[src/rtl/eth_phy_prbs31_ber_ctrl_if.sv]
// rtl/eth_phy_prbs31_ber_ctrl_if.sv - management-side control/status bundle for the PRBS31 BER sequencer
interface eth_phy_prbs31_ber_ctrl_if #(
    parameter int WINDOW_WIDTH = 32,
    parameter int ERR_WIDTH    = 32
);
    logic                    start;
    logic                    abort;
    logic [WINDOW_WIDTH-1:0] cfg_window_len;
    logic [ERR_WIDTH-1:0]    cfg_err_threshold;
    logic                    busy;
    logic                    done;
    logic                    pass;
    logic                    lock_fail;
    logic                    lock_lost;
    logic [ERR_WIDTH-1:0]    err_total;
    logic [2:0]              state;

    // Register/management side: issues commands, observes results
    modport master (
        output start, abort, cfg_window_len, cfg_err_threshold,
        input  busy, done, pass, lock_fail, lock_lost, err_total, state
    );

    // Sequencer side
    modport slave (
        input  start, abort, cfg_window_len, cfg_err_threshold,
        output busy, done, pass, lock_fail, lock_lost, err_total, state
    );
endinterface

[src/rtl/eth_phy_prbs31_ber_ctrl.sv]
// rtl/eth_phy_prbs31_ber_ctrl.sv - PRBS31 bit-error-rate test sequencer for eth_phy_10g (rx_clk domain)
module eth_phy_prbs31_ber_ctrl #(
    parameter int WINDOW_WIDTH  = 32,
    parameter int ERR_WIDTH     = 32,
    parameter int SETTLE_CYCLES = 16,
    parameter int LOCK_STABLE   = 64,
    parameter int LOCK_TIMEOUT  = 65536
) (
    input  logic                    rx_clk,
    input  logic                    rx_rst_n,
    eth_phy_prbs31_ber_ctrl_if.slave mgmt,
    input  logic                    rx_block_lock,
    input  logic [6:0]              rx_error_count,
    output logic                    cfg_tx_prbs31_enable,
    output logic                    cfg_rx_prbs31_enable
);
    localparam int SET_W = $clog2(SETTLE_CYCLES + 1);
    localparam int STB_W = $clog2(LOCK_STABLE + 1);
    localparam int TO_W  = $clog2(LOCK_TIMEOUT + 1);

    localparam logic [SET_W-1:0]     SETTLE_LAST  = SET_W'(SETTLE_CYCLES - 1);
    localparam logic [STB_W-1:0]     STABLE_LAST  = STB_W'(LOCK_STABLE - 1);
    localparam logic [TO_W-1:0]      TIMEOUT_LAST = TO_W'(LOCK_TIMEOUT - 1);
    localparam logic [ERR_WIDTH-1:0] ERR_MAX      = {ERR_WIDTH{1'b1}};

    typedef enum logic [2:0] {
        ST_IDLE    = 3'd0,
        ST_ENABLE  = 3'd1,
        ST_LOCK    = 3'd2,
        ST_MEASURE = 3'd3,
        ST_DONE    = 3'd4
    } state_t;

    state_t state_q, state_d;

    logic [SET_W-1:0]        settle_cnt;
    logic [STB_W-1:0]        stable_cnt;
    logic [TO_W-1:0]         timeout_cnt;
    logic [WINDOW_WIDTH-1:0] window_cnt;
    logic [WINDOW_WIDTH-1:0] window_last_q;
    logic [ERR_WIDTH-1:0]    threshold_q;
    logic [ERR_WIDTH-1:0]    err_total_q;
    logic                    lock_fail_q;
    logic                    lock_lost_q;
    logic                    pass_q;
    logic                    done_q;
    logic                    enable_q;

    logic                    accept;
    logic                    abort_run;
    logic                    timeout_hit;
    logic [ERR_WIDTH:0]      err_sum;
    logic [ERR_WIDTH-1:0]    err_acc;
    logic [ERR_WIDTH-1:0]    err_d;
    logic                    lock_fail_d;
    logic                    lock_lost_d;
    logic                    pass_calc;

    // Next-state logic; abort overrides every other transition out of a busy state
    always_comb begin
        state_d     = state_q;
        accept      = 1'b0;
        timeout_hit = 1'b0;
        abort_run   = mgmt.abort && (state_q != ST_IDLE);
        case (state_q)
            ST_IDLE: begin
                if (mgmt.start && !mgmt.abort) begin
                    state_d = ST_ENABLE;
                    accept  = 1'b1;
                end
            end
            ST_ENABLE: begin
                if (settle_cnt == SETTLE_LAST) state_d = ST_LOCK;
            end
            ST_LOCK: begin
                // Reaching the stable count beats a simultaneous timeout
                if (rx_block_lock && (stable_cnt == STABLE_LAST)) begin
                    state_d = ST_MEASURE;
                end else if (timeout_cnt == TIMEOUT_LAST) begin
                    state_d     = ST_DONE;
                    timeout_hit = 1'b1;
                end
            end
            ST_MEASURE: begin
                if (!rx_block_lock || (window_cnt == window_last_q)) state_d = ST_DONE;
            end
            ST_DONE: state_d = ST_IDLE;
            default: state_d = ST_IDLE;
        endcase
        if (abort_run) begin
            state_d     = ST_IDLE;
            timeout_hit = 1'b0;
        end
    end

    // Saturating accumulation, sticky flags and the verdict the DONE cycle will present
    always_comb begin
        err_sum     = {1'b0, err_total_q} + (ERR_WIDTH + 1)'(rx_error_count);
        err_acc     = err_sum[ERR_WIDTH] ? ERR_MAX : err_sum[ERR_WIDTH-1:0];
        err_d       = err_total_q;
        lock_fail_d = lock_fail_q;
        lock_lost_d = lock_lost_q;
        if (accept) begin
            err_d       = '0;
            lock_fail_d = 1'b0;
            lock_lost_d = 1'b0;
        end else if ((state_q == ST_MEASURE) && !abort_run) begin
            err_d = err_acc;
            if (!rx_block_lock) lock_lost_d = 1'b1;
        end
        if (timeout_hit) lock_fail_d = 1'b1;
        pass_calc = !lock_fail_d && !lock_lost_d && (err_d <= threshold_q);
    end

    // State register
    always_ff @(posedge rx_clk or negedge rx_rst_n) begin
        if (!rx_rst_n) state_q <= ST_IDLE;
        else           state_q <= state_d;
    end

    // Phase counters, latched configuration, results and registered PHY enables
    always_ff @(posedge rx_clk or negedge rx_rst_n) begin
        if (!rx_rst_n) begin
            settle_cnt    <= '0;
            stable_cnt    <= '0;
            timeout_cnt   <= '0;
            window_cnt    <= '0;
            window_last_q <= '0;
            threshold_q   <= '0;
            err_total_q   <= '0;
            lock_fail_q   <= 1'b0;
            lock_lost_q   <= 1'b0;
            pass_q        <= 1'b0;
            done_q        <= 1'b0;
            enable_q      <= 1'b0;
        end else begin
            settle_cnt  <= (state_q == ST_ENABLE && state_d == ST_ENABLE) ? settle_cnt + SET_W'(1) : '0;
            timeout_cnt <= (state_q == ST_LOCK && state_d == ST_LOCK) ? timeout_cnt + TO_W'(1) : '0;
            stable_cnt  <= (state_q == ST_LOCK && state_d == ST_LOCK && rx_block_lock) ?
                           stable_cnt + STB_W'(1) : '0;
            window_cnt  <= (state_q == ST_MEASURE && state_d == ST_MEASURE) ?
                           window_cnt + WINDOW_WIDTH'(1) : '0;
            if (accept) begin
                // A zero-length window still measures one cycle
                window_last_q <= (mgmt.cfg_window_len == '0) ? '0 : mgmt.cfg_window_len - WINDOW_WIDTH'(1);
                threshold_q   <= mgmt.cfg_err_threshold;
            end
            err_total_q <= err_d;
            lock_fail_q <= lock_fail_d;
            lock_lost_q <= lock_lost_d;
            if (accept || abort_run)                         pass_q <= 1'b0;
            else if (state_d == ST_DONE && state_q != ST_DONE) pass_q <= pass_calc;
            done_q   <= (state_d == ST_DONE);
            enable_q <= (state_d == ST_ENABLE) || (state_d == ST_LOCK) || (state_d == ST_MEASURE);
        end
    end

    assign cfg_tx_prbs31_enable = enable_q;
    assign cfg_rx_prbs31_enable = enable_q;
    assign mgmt.busy      = (state_q != ST_IDLE);
    assign mgmt.done      = done_q;
    assign mgmt.pass      = pass_q;
    assign mgmt.lock_fail = lock_fail_q;
    assign mgmt.lock_lost = lock_lost_q;
    assign mgmt.err_total = err_total_q;
    assign mgmt.state     = state_q;
endmodule
[src/flat_wrapper.sv]
// flat-port wrapper written by rule: the top's interface ports become plain ports
module eth_phy_prbs31_ber_ctrl_flat 
#(
    parameter int WINDOW_WIDTH  = 32,
    parameter int ERR_WIDTH     = 32,
    parameter int SETTLE_CYCLES = 16,
    parameter int LOCK_STABLE   = 64,
    parameter int LOCK_TIMEOUT  = 65536
)
  (rx_clk, rx_rst_n, rx_block_lock, rx_error_count, cfg_tx_prbs31_enable, cfg_rx_prbs31_enable, mgmt_start, mgmt_abort, mgmt_cfg_window_len, mgmt_cfg_err_threshold, mgmt_busy, mgmt_done, mgmt_pass, mgmt_lock_fail, mgmt_lock_lost, mgmt_err_total, mgmt_state);
  eth_phy_prbs31_ber_ctrl_if #(.WINDOW_WIDTH(WINDOW_WIDTH), .ERR_WIDTH(ERR_WIDTH)) mgmt_i ();
  input  logic rx_clk;
  input  logic rx_rst_n;
  input  logic rx_block_lock;
  input  logic [6:0] rx_error_count;
  output logic cfg_tx_prbs31_enable;
  output logic cfg_rx_prbs31_enable;
  input wire logic [$bits(mgmt_i.start)-1:0] mgmt_start;
  input wire logic [$bits(mgmt_i.abort)-1:0] mgmt_abort;
  input wire logic [$bits(mgmt_i.cfg_window_len)-1:0] mgmt_cfg_window_len;
  input wire logic [$bits(mgmt_i.cfg_err_threshold)-1:0] mgmt_cfg_err_threshold;
  output wire logic [$bits(mgmt_i.busy)-1:0] mgmt_busy;
  output wire logic [$bits(mgmt_i.done)-1:0] mgmt_done;
  output wire logic [$bits(mgmt_i.pass)-1:0] mgmt_pass;
  output wire logic [$bits(mgmt_i.lock_fail)-1:0] mgmt_lock_fail;
  output wire logic [$bits(mgmt_i.lock_lost)-1:0] mgmt_lock_lost;
  output wire logic [$bits(mgmt_i.err_total)-1:0] mgmt_err_total;
  output wire logic [$bits(mgmt_i.state)-1:0] mgmt_state;
  assign mgmt_i.start = mgmt_start;
  assign mgmt_i.abort = mgmt_abort;
  assign mgmt_i.cfg_window_len = mgmt_cfg_window_len;
  assign mgmt_i.cfg_err_threshold = mgmt_cfg_err_threshold;
  assign mgmt_busy = mgmt_i.busy;
  assign mgmt_done = mgmt_i.done;
  assign mgmt_pass = mgmt_i.pass;
  assign mgmt_lock_fail = mgmt_i.lock_fail;
  assign mgmt_lock_lost = mgmt_i.lock_lost;
  assign mgmt_err_total = mgmt_i.err_total;
  assign mgmt_state = mgmt_i.state;
  eth_phy_prbs31_ber_ctrl #(.WINDOW_WIDTH(WINDOW_WIDTH), .ERR_WIDTH(ERR_WIDTH), .SETTLE_CYCLES(SETTLE_CYCLES), .LOCK_STABLE(LOCK_STABLE), .LOCK_TIMEOUT(LOCK_TIMEOUT)) u_core (.rx_clk(rx_clk), .rx_rst_n(rx_rst_n), .mgmt(mgmt_i), .rx_block_lock(rx_block_lock), .rx_error_count(rx_error_count), .cfg_tx_prbs31_enable(cfg_tx_prbs31_enable), .cfg_rx_prbs31_enable(cfg_rx_prbs31_enable));
endmodule
[config.mk]
export PLATFORM = sky130hd
export DESIGN_NAME = eth_phy_prbs31_ber_ctrl_flat
export DESIGN_NICKNAME = d
export VERILOG_FILES = /design/src/rtl/eth_phy_prbs31_ber_ctrl_if.sv /design/src/rtl/eth_phy_prbs31_ber_ctrl.sv /design/src/flat_wrapper.sv
export SDC_FILE = /design/constraint.sdc
export NUM_CORES = 1
export LEC_CHECK = 0
export ABC_AREA = 1
export ABC_CLOCK_PERIOD_IN_PS = 3040
export BUFFER_PORTS_ARGS = -buffer_cell sky130_fd_sc_hd__clkbuf_2
export CAP_MARGIN = 5
export CORE_UTILIZATION = 54
export CTS_CLUSTER_SIZE = 24
export DETAILED_ROUTE_END_ITERATION = 6
export GPL_TIMING_DRIVEN = 0
export PLACE_DENSITY = 0.78
export SYNTH_ARGS = -nofsm -noshare
export SYNTH_HDL_FRONTEND = slang
export SYNTH_SLANG_ARGS = --single-unit
[constraint.sdc]
create_clock -name rx_clk -period 3.04 [get_ports rx_clk]
set_input_delay 0.608 -clock rx_clk [delete_from_list [all_inputs] [get_ports rx_clk]]
set_output_delay 0.608 -clock rx_clk [all_outputs]
set_load 0.02 [all_outputs]
==> run_results.csv <==
group,metric,value,unit
clocking,cts_buffers,17,
grt,grt_use_total,28.6,%
route,dr.pass1.iters,7,
cells_and_area,syn_to_final_growth,20.4,%
synthesis,ys_top_cells_by_count,"317 x nand2_1, 168 x inv_1, 165 x dfrtp_1, 152 x nor2_1, 67 x nand3_1",
floorplan,die_w,138,µm
floorplan,ios,118,
route,ant_nets,0,
clocking,path_clk_slew,0.07,ns
synthesis,yosysTopAreaCell,"dfrtp_1",
sta,clock_skew,0.0160,ns
sta,fin_ws,-0.813,ns
floorplan,die_area,19100,µm²
synthesis,ys_types,52,
placed_design,place_congestion,0.928,
cells_and_area,design_area,12100,µm²
synthesis,synth_most_common_cell,"nand2_1",
critical_path,start_kind,"flop",
worst_hold_path,hold_path_class,"input pin to asynchronous set/reset pin",
synthesis,synth_area,10000,µm²
critical_path,worstPathBufferInverterCount,9,
clocking,clock_sinks,165,
run_status,failed_checks,"design-rule violations, negative setup slack",
route,detail_route.wl_per_cell,15.8,µm
sta,tightestPinTransition,0.739,ns
critical_path,slowest_delay,0.44,ns
grt,grt_antenna_before_repair,0,
clocking,ctsLongestPathBuffers,2,
critical_path,crit_path_end_kind,"flop",
sta,finalSetupViolCount,1,
sta,final_max_slew_viol_count,0,
critical_path,crit_required,3.41,ns
sta,rsz0062_at_grt,"true",
synthesis,ys_ff_latch,165,
grt,grt_pass1_vias,8950,
floorplan,core_area,18100,µm²
sta,slew_headroom,50.3,%
synthesis,synthTopCellsByArea,"dfrtp_1 41%, nand2_1 12%, inv_1 6.3%",
clocking,clock_latency,0.44,ns
grt,grt_max_degree,86,
cells_and_area,antenna-diode-count,0,
route,num_vias,9351,
placed_design,io_buffer_count,117,
route,drc,18,
pwr,finalPower,7.03,mW
cells_and_area,fin_util,66.8,%
sta,fmax,260,MHz
critical_path,cp_slowest_cell,"dfrtp_1",
run_status,status,"complete, but fails checks",
clocking,cts_htree_levels,4,
critical_path,cp_max_fo,4,
grt,grt_overflow,0,
synthesis,yosysTopAreaCellShare,41.2,%
synthesis,avgSynthCellArea,7.72,µm²
critical_path,crit_type,"flop to flop",
sta,hold_viol,0,
floorplan,dieHeight,138,µm
route,dr.first_iter.drc_count,709,
synthesis,ys.flop_type,"dfrtp_1",
cells_and_area,fin_nets,1589,
route,wl,26900,µm
synthesis,syn_inst,1300,
critical_path,crit_family,"simple AND/OR/NAND/NOR gates",
synthesis,yosysWarningCount,0,
run,maxCapViolCount,0,
floorplan,start_util,55.5,%
pwr,power_density,582,nW/µm²
clocking,cts_tree,"yes",
route,via_per_inst,5.47,
critical_path,cp.arrival,4.22,ns
synthesis,syn-num-nets,1423,
synthesis,synth-seq-area-share,41.2,%
placed_design,place_area,10900,µm²
synthesis,synth_enable_flop_cells,0,
clocking,hold_buffers,0,
placed_design,dp.final_hpwl,19600,µm
clocking,clockRootBuffer,"clkbuf_16",
grt,grt_pass1_wl,43400,µm
sta,min_period,3.85,ns
placed_design,place_ws,-1.40,ns
floorplan,num_rows,49,
pwr,p_leak,5.98,nW
cells_and_area,drive_above_1_share,18.7,%
cells_and_area,n_fill_cell,1483,
pwr,vdd_drop_max,0.464,mV
sta,fin_crit_sh,127,%
synthesis,async_flop_share,100,%
power by group:
group          internal, mW  total, mW  leakage, nW  switching [mW]
sequential             2.64       2.88         2.20           0.236
combinational         0.642       1.70         3.47            1.06
clock                  1.52       2.45        0.322           0.936
worst reg2reg max path, delay by kind of cell (launching register included):
kind,cells,cell delay (ns)
DFF,1,0.44
adders and majority gates,2,0.62
AOI/OAI and AO/OA,2,0.25
buffers and inverters,9,1.17
and+or+nand+nor,15,1.17
xor gates and xnor gates,1,0.13
flip-flops by register name, summed over array words and instances (netlist names):
register and count:
u_core.mgmt.pass 1, u_core.cfg_rx_prbs31_enable 1, u_core.mgmt.lock_fail 1, u_core.stable_cnt 7
u_core.mgmt.lock_lost 1, u_core.window_last_q 32, u_core.window_cnt 32, u_core.mgmt.done 1
u_core.settle_cnt 5, u_core.threshold_q 32, u_core.mgmt.err_total 32, u_core.timeout_cnt 17
u_core.mgmt.state 3
logic make-up (layout without fill, tap and decap cells):
logic type,count (synthesis),after routing,share of synthesized area (%)
flops,165,165,41.2
fa+ha+maj,47,47,5.94
simple gates,667,667,30.1
mux,1,1,0.0998
buf+inv,204,383,7.90
xor+xnor,94,94,8.21
compound gates,122,122,6.62
timing repair:
action | CTS | global route
endpoints found under the setup margin | 1 | 20
setup buffers | 23 | 6
pin swaps | 15 | 23
hold endpoints to repair | 0 | 0
resized for setup | 30 | 29
layout make-up:
class / count / area (µm²) / area share (%)
clock inverters: 13 / 220 / 1.82
well taps: 229 / 287 / 2.37
plain buffers: 31 / 158 / 1.31
flip-flops and latches: 165 / 4130 / 34.2
multi-input cells: 931 / 5340 / 44.2
clock buffers: 19 / 453 / 3.75
inverters: 173 / 649 / 5.38
repair buffers: 147 / 840 / 6.95
per-layer routing:
metal  up-vias  GRT usage, %  wire length (µm)
met4         0          9.05               540
li1       4504             -                 -
met2       358          46.5             12600
met1      4445          38.8             11900
met3        44          5.30              1880
met5         -             0                 0
per-stage QoR:
step                hold slack, ns  TNS [ns]  std cells
floorplan                    0.312    -0.419       1300
CTS                          0.242    -0.711       1702
finish                       0.204    -0.813       1708
global route                 0.272     -1.08       1708
detailed placement           0.451     -1.40       1647
global placement             0.447   -261.06       1646
final timing paths:
check	cells past startpoint	startpoint	slack (ns)	end
setup reg to reg	29	u_core.mgmt.err_total[2]	-0.81	u_core.mgmt.pass
max in group asynchronous	2	rx_rst_n	1.97	u_core.window_last_q[2]
hold reg to reg	1	u_core.stable_cnt[0]	0.46	u_core.stable_cnt[0]
setup / recovery	29	u_core.mgmt.err_total[2]	-0.81	u_core.mgmt.pass
min in group rx_clk	3	mgmt_cfg_err_threshold[6]	0.38	u_core.threshold_q[6]
hold / removal	1	rx_rst_n	0.20	u_core.threshold_q[5]
cell usage in the layout (no fill, tap or decap), drive strengths merged, types with 3 or more instances in the layout:
| cell | instances |
|---|---|
| nand2 | 322 |
| inv | 175 |
| dfrtp | 165 |
| nor2 | 164 |
| clkbuf | 153 |
| nand3 | 70 |
| o21ai | 70 |
| xor2 | 54 |
| ha | 46 |
| buf | 44 |
| xnor2 | 40 |
| nor3 | 39 |
| nand4 | 36 |
| a21oi | 31 |
| nor4 | 14 |
| or2 | 11 |
| nand3b | 8 |
| a31oi | 7 |
| bufinv | 5 |
| o221ai | 4 |
| clkinv | 4 |
| o21bai | 3 |
No activity file was read; power rests on OpenSTA's default activity.
